## config.mk

```make
export PLATFORM = sky130hd
export DESIGN_NAME = accumulate_n
export DESIGN_NICKNAME = d
export VERILOG_FILES = /design/src/rtl/accumulate_n.sv
export SDC_FILE = /design/constraint.sdc
export NUM_CORES = 1
export LEC_CHECK = 0
export BUFFER_PORTS_ARGS = -buffer_cell sky130_fd_sc_hd__buf_2
export CORE_MARGIN = 4
export CORE_UTILIZATION = 52
export CTS_BUF_LIST = sky130_fd_sc_hd__clkbuf_16
export DETAILED_ROUTE_END_ITERATION = 10
export PLACE_DENSITY = 0.88
export SYNTH_ARGS = -nofsm -noshare
export SYNTH_HDL_FRONTEND = slang
export SYNTH_SLANG_ARGS = --single-unit
```

## constraint.sdc

```tcl
create_clock -name clk -period 3.35 [get_ports clk]
set_clock_uncertainty 0.1 [all_clocks]
set_input_delay 0.1675 -clock clk [delete_from_list [all_inputs] [get_ports clk]]
set_output_delay 0.1675 -clock clk [all_outputs]
set_load 0.05 [all_outputs]
```

## src/rtl/accumulate_n.sv

```systemverilog
// accumulate_n: sums a window of N accepted samples, or a shorter window cut
// off by flush, and presents the (optionally saturated) sum through a
// valid/ready output register that holds until downstream takes it.
module accumulate_n #(
    parameter int DATA_W   = 32,
    parameter int N        = 15,
    parameter int ACC_W    = 36,
    parameter bit SIGNED   = 1'b0,
    parameter bit SATURATE = 1'b1
) (
    input  logic                   clk,
    input  logic                   rst,
    input  logic                   mult_valid,
    output logic                   mult_ready,
    input  logic [DATA_W-1:0]      mult_data,
    input  logic                   flush,
    input  logic                   out_ready,
    output logic [DATA_W-1:0]      data_out,
    output logic                   valid_out,
    output logic [$clog2(N+1)-1:0] count_out,
    output logic                   sat_out
);

    localparam int CNT_W = $clog2(N+1);
    // One guard bit above the accumulator so the range slices below are
    // never empty, even when ACC_W equals DATA_W.
    localparam int EXT_W = ACC_W + 1;
    localparam logic [CNT_W-1:0] N_CNT = CNT_W'(N);

    typedef enum logic {
        ACCUM = 1'b0,
        HOLD  = 1'b1
    } state_t;

    state_t              state_q;
    logic                rdyEn_q;
    logic [ACC_W-1:0]    acc_q;
    logic [ACC_W-1:0]    acc_d;
    logic [CNT_W-1:0]    cnt_q;
    logic [CNT_W-1:0]    cnt_d;
    logic [DATA_W-1:0]   data_q;
    logic [DATA_W-1:0]   data_d;
    logic [CNT_W-1:0]    count_q;
    logic                sat_q;
    logic                sat_d;
    logic                accept;
    logic                emit;
    logic [ACC_W-1:0]    sampleExt;
    logic [EXT_W-1:0]    sumExt;
    logic [EXT_W-DATA_W-1:0] upperBits;
    logic [EXT_W-DATA_W:0]   signBits;
    logic [DATA_W-1:0]   clampVal;

    // rdyEn_q keeps mult_ready low until the first edge after reset;
    // in HOLD a new sample is only taken when the held result leaves.
    assign mult_ready = rdyEn_q & ((state_q == ACCUM) | out_ready);
    assign accept     = mult_valid & mult_ready;
    assign valid_out  = (state_q == HOLD);
    assign data_out   = data_q;
    assign count_out  = count_q;
    assign sat_out    = sat_q;

    // Next sum and count, range detection and the value to emit.
    always_comb begin
        sampleExt = '0;
        sampleExt[DATA_W-1:0] = mult_data;
        for (int i = DATA_W; i < ACC_W; i++) begin
            sampleExt[i] = SIGNED & mult_data[DATA_W-1];
        end

        acc_d = accept ? (acc_q + sampleExt) : acc_q;
        cnt_d = cnt_q + CNT_W'(accept);

        sumExt    = {SIGNED & acc_d[ACC_W-1], acc_d};
        upperBits = sumExt[EXT_W-1:DATA_W];
        signBits  = sumExt[EXT_W-1:DATA_W-1];

        if (SIGNED) begin
            sat_d = !((&signBits) || !(|signBits));
        end else begin
            sat_d = |upperBits;
        end

        clampVal = '1;
        for (int i = 0; i < DATA_W; i++) begin
            if (SIGNED) begin
                clampVal[i] = (i == DATA_W-1) ? sumExt[EXT_W-1] : ~sumExt[EXT_W-1];
            end
        end

        data_d = (SATURATE && sat_d) ? clampVal : acc_d[DATA_W-1:0];

        emit = 1'b0;
        if (state_q == ACCUM) begin
            emit = (accept && (cnt_d == N_CNT)) || (flush && ((cnt_q != '0) || accept));
        end else begin
            emit = out_ready && accept && (cnt_d == N_CNT);
        end
    end

    // Window FSM: accumulate, load the output register on emission, and
    // hold it until downstream accepts.
    always_ff @(posedge clk or posedge rst) begin
        if (rst) begin
            state_q <= ACCUM;
            rdyEn_q <= 1'b0;
            acc_q   <= '0;
            cnt_q   <= '0;
            data_q  <= '0;
            count_q <= '0;
            sat_q   <= 1'b0;
        end else begin
            rdyEn_q <= 1'b1;
            case (state_q)
                ACCUM: begin
                    if (emit) begin
                        data_q  <= data_d;
                        count_q <= cnt_d;
                        sat_q   <= sat_d;
                        acc_q   <= '0;
                        cnt_q   <= '0;
                        state_q <= HOLD;
                    end else begin
                        acc_q <= acc_d;
                        cnt_q <= cnt_d;
                    end
                end
                HOLD: begin
                    if (out_ready) begin
                        if (emit) begin
                            data_q  <= data_d;
                            count_q <= cnt_d;
                            sat_q   <= sat_d;
                            acc_q   <= '0;
                            cnt_q   <= '0;
                        end else begin
                            acc_q   <= acc_d;
                            cnt_q   <= cnt_d;
                            state_q <= ACCUM;
                        end
                    end
                end
                default: state_q <= ACCUM;
            endcase
        end
    end

endmodule
```

# After elaboration in Yosys (flattened, before gate mapping)
# Index checks and enable logic that the tools add are counted.
# classes
addsub	2
n_eq_ne	2
n_mux	21
bitwise	4
n_reduce_logical	8
# ops
op	count
36-bit two-way mux	3
32-bit two-way mux	3
36-bit one-hot mux with 2 select lines	1
32-bit one-hot mux with 2 select lines	1
36-bit by 32-bit adder with 36-bit output	1
4-bit two-way mux	4
4-bit one-hot mux with 2 select lines	2
1-bit two-way mux	5
4-bit by 1-bit adder with 4-bit output	1
4-bit equality test (second input constant)	1
1-bit logical AND	4
1-bit one-hot mux with 2 select lines	2
4-bit nonzero test	1
4-bit OR reduction	1
1-bit bitwise AND	2
1-bit logical OR	2
2-bit inequality test (second input constant)	1
1-bit inverter	1
1-bit bitwise OR	1
# totals
register_bits	79
input_bits	37
out_inout_bits	39
wordCells	44

# Depth between registers and ports, before layout
# Gate-level depths: netlist of the first run.
# logic_depth
depth_word	12
ltp_mapped	16
mapped_depth_nobuf	13

# Worst setup path after synthesis of the first run
# No wires, ideal clock.
# synth_timing
kind	register to register
start	register state_q, in the netlist valid_out
end	register data_q[1], in the netlist data_out[1]
setup_time_ps	128
t_arrival_ps	4131
required_time_ps	3122
slack_ps	-1008
stages_incl_launch_ff	17
path_buffers	3
synth_period_minus_slack_ps	4358
path_cell_list	dfrtp_1 nand2b_1 buf_2 and2_1 nand2_1 inv_2 buf_1 ha_1 ha_1 xor2_1 nand3_1 o31ai_2 nand2_1 o31a_1 a221oi_4 buf_6 a21oi_2
# synth_via
elab_chain_len	12
elab_cells_between_ends	20
cone_classes	add/sub (1); eq/ne (2); mux (6); bitwise (4); reduce/logical (7)
# synth_rtl
element	line_no	rtl
start, declared	35	state_t state_q;
start signal, assigned	105	state_q <= ACCUM;
start signal, assigned	122	state_q <= HOLD;
start signal, assigned	139	state_q <= ACCUM;
1-bit inverter *	n/a	
1-bit bitwise OR *	56	assign mult_ready = rdyEn_q & ((state_q == ACCUM) | out_ready);
1-bit bitwise AND *	56	
via mult_ready	14	output logic mult_ready,
1-bit bitwise AND *	57	assign accept = mult_valid & mult_ready;
4-bit by 1-bit adder with 4-bit output	72	cnt_d = cnt_q + CNT_W'(accept);
4-bit equality test	95, 97	
1-bit logical AND	95	emit = (accept && (cnt_d == N_CNT)) || (flush && ((cnt_q != '0) || accept));
1-bit logical OR	95	
1-bit two-way mux	94	if (state_q == ACCUM) begin
32-bit two-way mux *	116, 130	
32-bit two-way mux	129	if (out_ready) begin
32-bit one-hot mux with 2 select lines *	114	case (state_q)
end signal, assigned	117	data_q <= data_d;
end signal, assigned	131	data_q <= data_d;
end, declared	41	logic [DATA_W-1:0] data_q;
# The timed path passes the listed nets; every way through them passes the cells marked *. The select of a mux whose other input is x is not followed.
# A chain may end at the register's enable or synchronous reset.

# Worst setup path in the final report of the first run
# layout_timing
start	register acc_q[16]
end	register data_q[26], in the netlist data_out[26]
# layout_via
elab_chain_len	7
# layout_rtl
element	line_no	rtl
start, declared	37	logic [ACC_W-1:0] acc_q;
start signal, assigned	107	acc_q <= '0;
start signal, assigned	120	acc_q <= '0;
start signal, assigned	124	acc_q <= acc_d;
36-bit by 32-bit adder with 36-bit output *	71	acc_d = accept ? (acc_q + sampleExt) : acc_q;
36-bit two-way mux *	71	
4-bit OR reduction	81	sat_d = |upperBits;
32-bit two-way mux *	91	data_d = (SATURATE && sat_d) ? clampVal : acc_d[DATA_W-1:0];
32-bit two-way mux *	116, 130	
32-bit two-way mux	129	
32-bit one-hot mux with 2 select lines *	114	
# Every way passes the cells marked *; elsewhere a longest branch is shown, timed or not. The select of a mux whose other input is x is not followed.

==> results of run 1 <==
[path summary, 6_finish.rpt]
path / slack (ns) / cells after the start / from / endpoint
max in group asynchronous: 2.36 / 3 / rst / acc_q[0]$_DFFE_PP0N_
max reg2reg: 0.17 / 11 / acc_q[16]$_DFFE_PP0N_ / data_out[26]$_DFFE_PP0P_
min reg2reg: 0.40 / 1 / count_out[2]$_DFFE_PP0P_ / count_out[2]$_DFFE_PP0P_
min in group clk: 0.20 / 4 / mult_data[0] / acc_q[0]$_DFFE_PP0N_
min: -0.05 / 2 / rst / count_out[1]$_DFFE_PP0P_
max: 0.17 / 11 / acc_q[16]$_DFFE_PP0N_ / data_out[26]$_DFFE_PP0P_
[power by group through the flow]
stage | Sequential (mW) | Combinational (mW) | Clock (mW)
global placement | 1.63 | 3.90 | 0
global route | 1.69 | 4.48 | 1.19
finish | 1.64 | 4.10 | 1.14
floorplan | 2.42 | 2.41 | 0
detailed placement | 1.65 | 4.02 | 0
CTS | 1.64 | 4.05 | 1.14
[cell type report]
cell class                      count  area (um2)  share of cell area, %
Timing Repair Buffer               87       481.7                  8.095
Inverter                           10       43.79                 0.7359
Tap cell                          129       161.4                  2.712
Multi-Input combinational cell    445        2940                  49.41
Clock inverter                      7       120.1                  2.018
Sequential cell                    79        1978                  33.24
Clock buffer                        9       225.2                  3.785
[what timing repair did]
item / in CTS / in global routing
hold buffers: 0 / 0
gates resized for setup: 0 / 7
endpoints found under the setup margin: 0 / 33
buffers inserted: 0 / 1
hold endpoints to repair: 0 / 0
[flip-flops by register name, summed over array words and instances, names as in the netlist]
signal / count
count_out: 4
sat_out: 1
valid_out: 1
rdyEn_q: 1
data_out: 32
acc_q: 36
cnt_q: 4
[cell usage after synthesis, types with 4 or more instances]
| master | instances | area share, % |
|---|---|---|
| and2_1 | 5 | 0.63 |
| and3_1 | 6 | 0.75 |
| xor2_1 | 15 | 2.6 |
| xnor2_1 | 18 | 3.2 |
| a21o_1 | 11 | 1.7 |
| nor2b_1 | 5 | 0.63 |
| dfrtp_1 | 79 | 40 |
| nor2_1 | 102 | 7.7 |
| mux2i_1 | 6 | 1.2 |
| inv_1 | 9 | 0.68 |
| a211oi_1 | 4 | 0.60 |
| nand3_1 | 9 | 0.91 |
| clkbuf_1 | 12 | 0.91 |
| a21oi_2 | 21 | 3.7 |
| o21a_1 | 6 | 0.91 |
| buf_1 | 4 | 0.30 |
| a31oi_1 | 13 | 1.6 |
| ha_1 | 34 | 8.5 |
| o21ai_0 | 24 | 2.4 |
| a21oi_1 | 63 | 6.3 |
| nand2b_1 | 8 | 1.0 |
| nand2_1 | 46 | 3.5 |
[stage by stage]
stage / TNS (ns) / instance area, um2 / util, % / instances
4_1_cts: 0 / 5901 / 63.56 / 765
6_report: 0 / 5951 / 64.10 / 766
3_5_place_dp: 0 / 5555 / 59.84 / 749
5_1_grt: -0.01942 / 5951 / 64.10 / 766
2_1_floorplan: -4.404 / 5059 / - / 558
3_3_place_gp: 0 / 5555 / 59.84 / 749
[kinds of logic (layout without fill, tap and decap cells)]
family / after synthesis / after routing / synth area share (%)
compound gates: 171 / 171 / 23.26
xor+xnor: 33 / 33 / 5.808
fa+ha+maj: 35 / 35 / 8.952
buf+inv: 34 / 113 / 3.143
flops: 79 / 79 / 39.73
mux: 9 / 9 / 1.886
other cells: 1 / 1 / 0.07536
simple gates: 196 / 196 / 17.15
[per-layer routing]
layer | GRT usage, % | share of wire, % | up-vias
met4 | 7.956 | 2.2 | 0
met2 | 36.93 | 48 | 122
li1 | - | - | 2122
met1 | 30.18 | 45 | 2076
met5 | 0 | 0 | -
met3 | 2.878 | 4.9 | 23
==> results.py, run 1 <==
metrics = {
    "power_and_ir_drop": {
        "power.switching_mw": 3.360,
        "powerDensity_nw_per_um2": 1155,
        "p_clk_share_pct": 16.6,
        "ir_drop_mv": 0.6181,
        "p_leak_nw": 2.812,
        "pwr-share-seq_pct": 23.8,
        "p_int_mw": 3.515,
        "p_comb_share_pct": 59.7,
        "power_mw": 6.875,
        "netSwitchingFraction_pct": 48.87,
    },
    "logic_synthesis": {
        "synthesis.instances": 558,
        "synth_nets": 630,
        "async_flop_share_pct": 100.0,
        "yosysWarnings": 0,
        "synth_cell_types": 59,
        "synth_enable_flop_cells": 0,
        "ys_seq_elements": 79,
        "syn_avg_cell_area_um2": 8.918,
        "synth_area_um2": 4976,
        "ys.flop_type": "dfrtp_1",
        "ys_seq_area_share_pct": 39.73,
    },
    "run": {
        "cap_violations": 0,
    },
    "critical_path": {
        "slowest_delay_ns": 0.38,
        "critical_path.cell_chain": "ha_1 > and3_4 > and2_1 > a211o_1 > nand2b_1 > o311a_1 > nor4_1 > a311o_1 > a221oi_4 > buf_12 > a31oi_1",
        "cp.arrival_ns": 3.30,
        "path_class": "flop to flop",
        "path_buf_inv": 1,
        "start_kind": "flop",
        "cp_data_required_time_ns": 3.47,
        "cp_max_fo": 21,
        "cp-end-kind": "flop",
        "cp_top_family": "compound AO/OA/AOI/OAI gates",
        "critPathSlowestCell": "dfrtp_1",
    },
    "drt": {
        "wire_per_inst_um": 15.96,
        "wirelength_mm": 12.22,
        "viasPerCell": 5.670,
        "drc": 0,
        "drtPass1Iterations": 5,
        "via_count": 4343,
        "final_antenna_net_count": 0,
        "first_iter_violations": 273,
    },
    "grt": {
        "grt_overflow_total": 0,
        "antenna_found_initial": 0,
        "grtUsageTotal_pct": 22.34,
        "grt_pass1_wl_mm": 20.60,
        "grt_pass1_vias": 4354,
        "grt_max_degree": 66,
    },
    "finish": {
        "diodes": 0,
        "fill_cells": 780,
        "mostFrequentLayoutCells": "102 x nor2_1, 78 x dfrtp_1, 75 x buf_2, 57 x a21oi_1, 45 x nand2_1",
        "drive_gt1_share_pct": 23.70,
        "final_common_cell": "nor2_1",
        "area_growth_pct": 19.59,
        "nNetsFinal": 704,
    },
    "die": {
        "rows": 35,
        "dieWidth_um": 105.8,
        "die_area_um2": 11200,
        "core_area_um2": 9284,
        "start_util_pct": 53.60,
        "ios": 76,
        "die_h_um": 105.8,
    },
    "sta": {
        "setup_violations": 0,
        "tightest_slew_ns": 1.056,
        "maxSlewHeadroom_pct": 29.60,
        "slew_violations": 0,
        "fmax_ghz": 0.3143,
        "fin_crit_ns": 3.182,
        "fin_hold_ws_ns": -0.05177,
        "post-route-period-util_pct": 94.98,
        "finalHoldViolCount": 59,
        "setup_ws_ns": 0.1681,
    },
    "clock_network": {
        "clk_latency_ns": 0.34,
        "cts_tree": "done",
        "clk_path_buf_depth": 2,
        "cts_buffers": 9,
        "cts_max_level": 3,
        "root_buffer": "clkbuf_16",
        "path_clk_slew_ns": 0.07,
        "cts_sinks": 79,
    },
    "placed_design": {
        "place_ws_ns": 0.1528,
        "place_hpwl_mm": 8.903,
        "port_buffers": 75,
        "gp_congestion": 0.9547,
    },
    "status": {
        "status": "finished, violations left",
        "violations": "hold timing",
    },
    "hold_path": {
        "hp-class": "input port to asynchronous set/reset pin",
    },
}
(Power assumes the default switching activity.)
==> run 2, diff against run 1 <==
--- a/config.mk
+++ b/config.mk
@@ -5,12 +5,13 @@
 export SDC_FILE = /design/constraint.sdc
 export NUM_CORES = 1
 export LEC_CHECK = 0
+export ABC_AREA = 1
 export BUFFER_PORTS_ARGS = -buffer_cell sky130_fd_sc_hd__buf_2
 export CORE_MARGIN = 4
-export CORE_UTILIZATION = 52
+export CORE_UTILIZATION = 54
 export CTS_BUF_LIST = sky130_fd_sc_hd__clkbuf_16
 export DETAILED_ROUTE_END_ITERATION = 10
-export PLACE_DENSITY = 0.88
+export PLACE_DENSITY = 0.89
 export SYNTH_ARGS = -nofsm -noshare
 export SYNTH_HDL_FRONTEND = slang
 export SYNTH_SLANG_ARGS = --single-unit
==> run 2 against run 1 <==
  * The flow now finishes without violations
  * Via count is 41% higher
  * Highest routed layer unchanged
  * Cell count is 47% higher
  * Total power is 1.2% lower
  * Critical endpoint is now data_out[8]$_DFFE_PP0P_
  * Global-route usage is 4.7 points higher
  * Sequential power hardly changed
  * Design area is 17% higher
  * Wire length is 41% higher
==> results.py, run 2 <==
metrics = {
    "status": {
        "status": "completed",
    },
    "grt": {
        "grt_overflow_total": 0,
        "grt_max_degree": 55,
        "grtUsageTotal_pct": 27.03,
        "grt_pass1_wl_mm": 28.15,
        "antenna_found_initial": 0,
        "grt_pass1_vias": 5902,
    },
    "critical_path": {
        "slowest_delay_ns": 0.42,
        "reg2regPathDepth": 18,
        "cp.arrival_ns": 3.28,
        "start_kind": "flop",
        "critPathSlowestCell": "fa_1",
        "cp_max_fo": 23,
        "cp_common_cell": "nand2_1",
        "critical_path.cell_chain": "ha_1 > inv_1 > fa_1 > nor2_1 > o21ai_1 > nand2_2 > nand2_1 > nand2_2 > nand2_1 > nand2_1 > nand2_1 > nand2_2 > nand3_4 > nor2_8 > buf_12 > nand3_1 > nand2_1 > inv_1",
        "cp_data_required_time_ns": 3.48,
        "cp-end-kind": "flop",
        "path_class": "flop to flop",
    },
    "logic_synthesis": {
        "synthSimpleGateAreaFrac_pct": 40.39,
        "synthesis.instances": 909,
        "synthTopCellsByCount": "275 x nand2_1, 152 x inv_1, 89 x nor2_1, 79 x dfrtp_1, 47 x nand3_1",
        "ys.flop_type": "dfrtp_1",
        "ys_seq_elements": 79,
        "synth_nets": 981,
        "synth-xor-area-share_pct": 1.410,
        "syn_avg_cell_area_um2": 6.833,
        "synth_most_common_cell": "nand2_1",
        "synth_compound_area_share_pct": 6.688,
        "ys_seq_area_share_pct": 31.83,
        "synthMuxAreaShare_pct": 1.128,
        "yosysTopAreaCellShare_pct": 31.83,
        "synth_top_family_by_area": "simple AND/OR/NAND/NOR gates",
        "synthAdderAreaFrac_pct": 7.172,
        "yosysWarnings": 0,
        "yosys.area.top_type": "dfrtp_1",
        "synth_cell_types": 37,
        "async_flop_share_pct": 100.0,
        "synth_area_um2": 6211,
        "synth_area_leaders": "dfrtp_1 32%, nand2_1 17%, inv_1 9.2%",
        "synth_enable_flop_cells": 0,
    },
    "die": {
        "rows": 38,
        "die_h_um": 115.2,
        "ios": 76,
        "core_area_um2": 11030,
        "die_area_um2": 13280,
        "dieWidth_um": 115.2,
        "start_util_pct": 56.31,
    },
    "sta": {
        "tightest_slew_ns": 0.6277,
        "maxSlewHeadroom_pct": 58.16,
        "fmax_ghz": 0.3172,
        "setup_violations": 0,
        "post-route-period-util_pct": 94.11,
        "rsz0062_at_grt": "no",
        "finalHoldViolCount": 0,
        "slew_violations": 0,
        "setup_tns_ns": 0,
        "fin_crit_ns": 3.153,
        "fin_hold_ws_ns": 0.1419,
    },
    "finish": {
        "multiInputGateArea_um2": 3538,
        "regMostFlops": "acc_q",
        "nNetsFinal": 1056,
        "area_growth_pct": 12.39,
        "largest_reg_flops": 36,
        "diodes": 0,
        "fill_cells": 957,
        "drive_gt1_share_pct": 20.14,
        "utilization_pct": 63.28,
        "final_common_cell": "nand2_1",
        "mostFrequentLayoutCells": "274 x nand2_1, 152 x inv_1, 89 x nor2_1, 78 x dfrtp_1, 75 x buf_2",
        "seq_area_um2": 1978,
    },
    "hold_path": {
        "hold_depth": 4,
        "hp-class": "input port to flop",
    },
    "clock_network": {
        "cts.repair.resized": 0,
        "cts_tree": "done",
        "clk_path_buf_depth": 2,
        "cts_max_level": 3,
        "path_clk_slew_ns": 0.06,
        "clk_latency_ns": 0.34,
        "cts_sinks": 79,
        "root_buffer": "clkbuf_16",
        "cts_buffers": 9,
    },
    "drt": {
        "via_count": 6102,
        "wire_per_inst_um": 15.26,
        "final_antenna_net_count": 0,
        "viasPerCell": 5.410,
        "drc": 0,
        "first_iter_violations": 561,
        "drtPass1Iterations": 5,
        "wirelength_mm": 17.22,
    },
    "run": {
        "cap_violations": 0,
    },
    "power_and_ir_drop": {
        "powerDensity_nw_per_um2": 973.6,
        "power_mw": 6.796,
        "p_leak_nw": 3.950,
        "ir_drop_mv": 0.7156,
    },
    "placed_design": {
        "port_buffers": 75,
        "place_hpwl_mm": 13.24,
        "gp_congestion": 1.060,
    },
}
==> run 2: changes by cell type after synthesis, sizes merged, moves of 16 or more <==
| cell | change |
|---|---|
| inv | +144 |
| xnor2 | -16 |
| nand2 | +245 |
| or2 | +36 |
| a21oi | -51 |
| nand3 | +72 |
==> run 2: critical path: cells and delay by family, from the launching register on <==
kind | cells | cell delay (ns)
flops | 1 | 0.36
fa+ha+maj | 2 | 0.69
compound gates | 1 | 0.09
buf+inv | 3 | 0.36
simple gates | 12 | 1.46
==> run 2: worst paths after layout <==
check                                          from                       end  slack, ns
setup / recovery               acc_q[0]$_DFFE_PP0N_   data_out[8]$_DFFE_PP0P_       0.20
hold / removal                            out_ready      cnt_q[1]$_DFFE_PP0N_       0.14
setup reg to reg               acc_q[0]$_DFFE_PP0N_   data_out[8]$_DFFE_PP0P_       0.20
hold reg to reg            count_out[1]$_DFFE_PP0P_  count_out[1]$_DFFE_PP0P_       0.39
max in group asynchronous                       rst   data_out[2]$_DFFE_PP0P_       2.04
min in group asynchronous                       rst     acc_q[35]$_DFFE_PP0N_       0.26
==> run 2: what timing repair did <==
action | CTS | global route
hold buffers | 1 | 0
buffers inserted | 0 | 0
endpoints found under the hold margin | 23 | 0
setup endpoints to repair | 0 | 0
==> run 2: report_power, final <==
part	switching, mW	total [mW]	leakage [nW]	internal, mW
clock network	0.383	0.871	0.130	0.488
registers	0.242	1.61	0.964	1.37
logic	3.02	4.32	2.86	1.30
==> run 2: metrics by stage <==
step | cell area, um2 | worst slack, ns | std cells
floorplan | 6217 | 0.03740 | 909
detailed placement | 6715 | 0.2986 | 1112
global route | 6980 | 0.02008 | 1128
global placement | 6715 | 0.3935 | 1112
finish | 6980 | 0.1975 | 1128
CTS | 6980 | 0.2618 | 1128
==> run 2: routing by layer <==
metal / global-route usage, % / wire (um)
met2: 42.79 / 7836
met5: 0 / 0
met3: 6.053 / 1626
met4: 13.07 / 711
met1: 35.09 / 7043
==> run 2: kinds of logic after synthesis <==
group	count (synthesis)
muxes	7
and+or+nand+nor	528
other	1
buffers and inverters	174
DFF	79
AOI/OAI and AO/OA	75
xor gates and xnor gates	10
adders and majority gates	35
==> run 2: final cells by class <==
type,instances,area share [%]
multi-input cells,656,50.69
flip-flops and latches,79,28.34
inverters,155,8.353
repair buffers,83,6.453
clock buffers,9,3.226
well taps,140,2.509
clock inverters,6,0.4302
==> run 3, diff against run 2 <==
--- a/config.mk
+++ b/config.mk
@@ -11,7 +11,9 @@
 export CORE_UTILIZATION = 54
 export CTS_BUF_LIST = sky130_fd_sc_hd__clkbuf_16
 export DETAILED_ROUTE_END_ITERATION = 10
+export MAX_ROUTING_LAYER = met4
 export PLACE_DENSITY = 0.89
+export SKIP_CTS_REPAIR_TIMING = 1
 export SYNTH_ARGS = -nofsm -noshare
 export SYNTH_HDL_FRONTEND = slang
 export SYNTH_SLANG_ARGS = --single-unit
==> run 3 against run 2 <==
  * Fmax up 1.2%
  * Die area unchanged
  * Hold slack better by 0.0017 ns
  * Largest cell class unchanged
  * Critical path type unchanged
  * Wire length down 0.13%
  * Cell count unchanged
==> results.py, run 3 (synthesis gave the netlist of run 2 again) <==
metrics = {
    "grt": {
        "grt_pass1_wl_mm": 28.24,
        "grt_pass1_vias": 5839,
        "grt_max_degree": 71,
        "antenna_found_initial": 0,
        "grt_overflow_total": 0,
        "grtUsageTotal_pct": 27.72,
    },
    "sta": {
        "maxSlewHeadroom_pct": 48.92,
        "fmax_ghz": 0.3211,
        "rsz0062_at_grt": "no",
        "fin_crit_ns": 3.114,
        "tightest_slew_ns": 0.7653,
        "finalHoldViolCount": 0,
        "setup_tns_ns": 0,
        "post-route-period-util_pct": 92.95,
        "slew_violations": 0,
        "setup_violations": 0,
    },
    "hold_path": {
        "hold_depth": 4,
        "hp-class": "input port to flop",
    },
    "drt": {
        "final_antenna_net_count": 0,
        "wirelength_mm": 17.19,
        "drc": 0,
        "viasPerCell": 5.342,
        "first_iter_violations": 578,
        "drtPass1Iterations": 6,
        "via_count": 6026,
        "wire_per_inst_um": 15.24,
    },
    "power_and_ir_drop": {
        "power_mw": 7.044,
        "ir_drop_mv": 0.8035,
        "p_leak_nw": 3.988,
        "powerDensity_nw_per_um2": 996.8,
    },
    "finish": {
        "diodes": 0,
        "final_common_cell": "nand2_1",
        "regMostFlops": "acc_q",
        "area_growth_pct": 13.78,
        "largest_reg_flops": 36,
        "utilization_pct": 64.07,
        "drive_gt1_share_pct": 20.14,
        "nNetsFinal": 1055,
        "mostFrequentLayoutCells": "274 x nand2_1, 152 x inv_1, 89 x nor2_1, 78 x dfrtp_1, 75 x buf_2",
    },
    "critical_path": {
        "cp-end-kind": "flop",
        "cp_max_fo": 33,
        "reg2regPathDepth": 16,
        "cp_data_required_time_ns": 3.48,
        "start_kind": "flop",
        "path_class": "flop to flop",
        "cp.arrival_ns": 3.24,
    },
    "clock_network": {
        "clk_latency_ns": 0.34,
        "cts_sinks": 79,
        "cts_buffers": 9,
        "cts_max_level": 3,
        "cts_tree": "done",
        "root_buffer": "clkbuf_16",
        "clk_path_buf_depth": 2,
        "path_clk_slew_ns": 0.07,
    },
    "die": {
        "dieWidth_um": 115.2,
        "die_area_um2": 13280,
        "ios": 76,
        "rows": 38,
        "die_h_um": 115.2,
        "start_util_pct": 56.31,
        "core_area_um2": 11030,
    },
    "status": {
        "status": "completed",
    },
    "run": {
        "cap_violations": 0,
    },
    "placed_design": {
        "port_buffers": 75,
        "place_hpwl_mm": 13.13,
        "gp_congestion": 0.9873,
    },
}
## run 3: cell count changes in the layout (fill, tap and decap cells not counted), sizes merged
cell | previous run | this run
bufinv | 0 | 3
buf | 82 | 81
clkinv | 6 | 4
clkinvlp | 1 | 0
inv | 154 | 155
## run 3: where the power goes
group          switching [mW]  internal (mW)
Clock                   0.406          0.725
Sequential              0.238           1.37
Combinational            3.01           1.30
Total                    3.65           3.39
## run 3: final timing paths
kind                            slack [ns]                startpoint                        to
worst min-delay path                  0.14                 out_ready      cnt_q[2]$_DFFE_PP0N_
worst max register to register        0.24      acc_q[0]$_DFFE_PP0N_   data_out[8]$_DFFE_PP0P_
worst max-delay path                  0.24      acc_q[0]$_DFFE_PP0N_   data_out[8]$_DFFE_PP0P_
worst min register to register        0.38  count_out[1]$_DFFE_PP0P_  count_out[1]$_DFFE_PP0P_
min in group asynchronous             0.39                       rst  count_out[0]$_DFFE_PP0P_
max in group asynchronous             1.99                       rst     acc_q[30]$_DFFE_PP0N_
## run 3: per-layer routing
metal	GRT usage (%)	part of all wire (%)
met1	38.94	45
met5	-	0
met3	5.000	7.6
met4	6.886	2.3
met2	41.63	45
## run 3: final cells by class
class,count,area (um2)
Multi-Input combinational cell,656,3538
Clock buffer,9,225.2
Timing Repair Buffer,82,455.4
Tap cell,140,175.2
Inverter,155,583.1
Sequential cell,79,1978
Fill cell,995,3964
Clock inverter,7,111.4
## run 3: worst max-delay path: stages, from the launching register on
cell and delay, ns:
dfrtp_1 0.35, ha_1 0.26, inv_1 0.08, fa_1 0.43, nand3b_1 0.21, nand3_2 0.14, nand2_1 0.08, nand2_2 0.09
nand2_1 0.06, nand2_1 0.10, nand2_1 0.07, nand2_2 0.09, nand2_2 0.08, nor2_8 0.53, nand3_1 0.17, nand2_1 0.10
inv_1 0.04
## run 3: through the flow
step | cells | worst slack, ns | instance area [um2] | hold WS, ns
final | 1128 | 0.2361 | 7067 | 0.1436
after global routing | 1128 | 0.05252 | 7067 | 0.1707
after CTS | 1127 | 0.2559 | 7057 | -0.1324
after detailed placement | 1111 | 0.3001 | 6720 | 0.2203
after global placement | 1111 | 0.3826 | 6720 | 0.2164
after floorplan | 909 | 0.03740 | 6217 | 0.3586
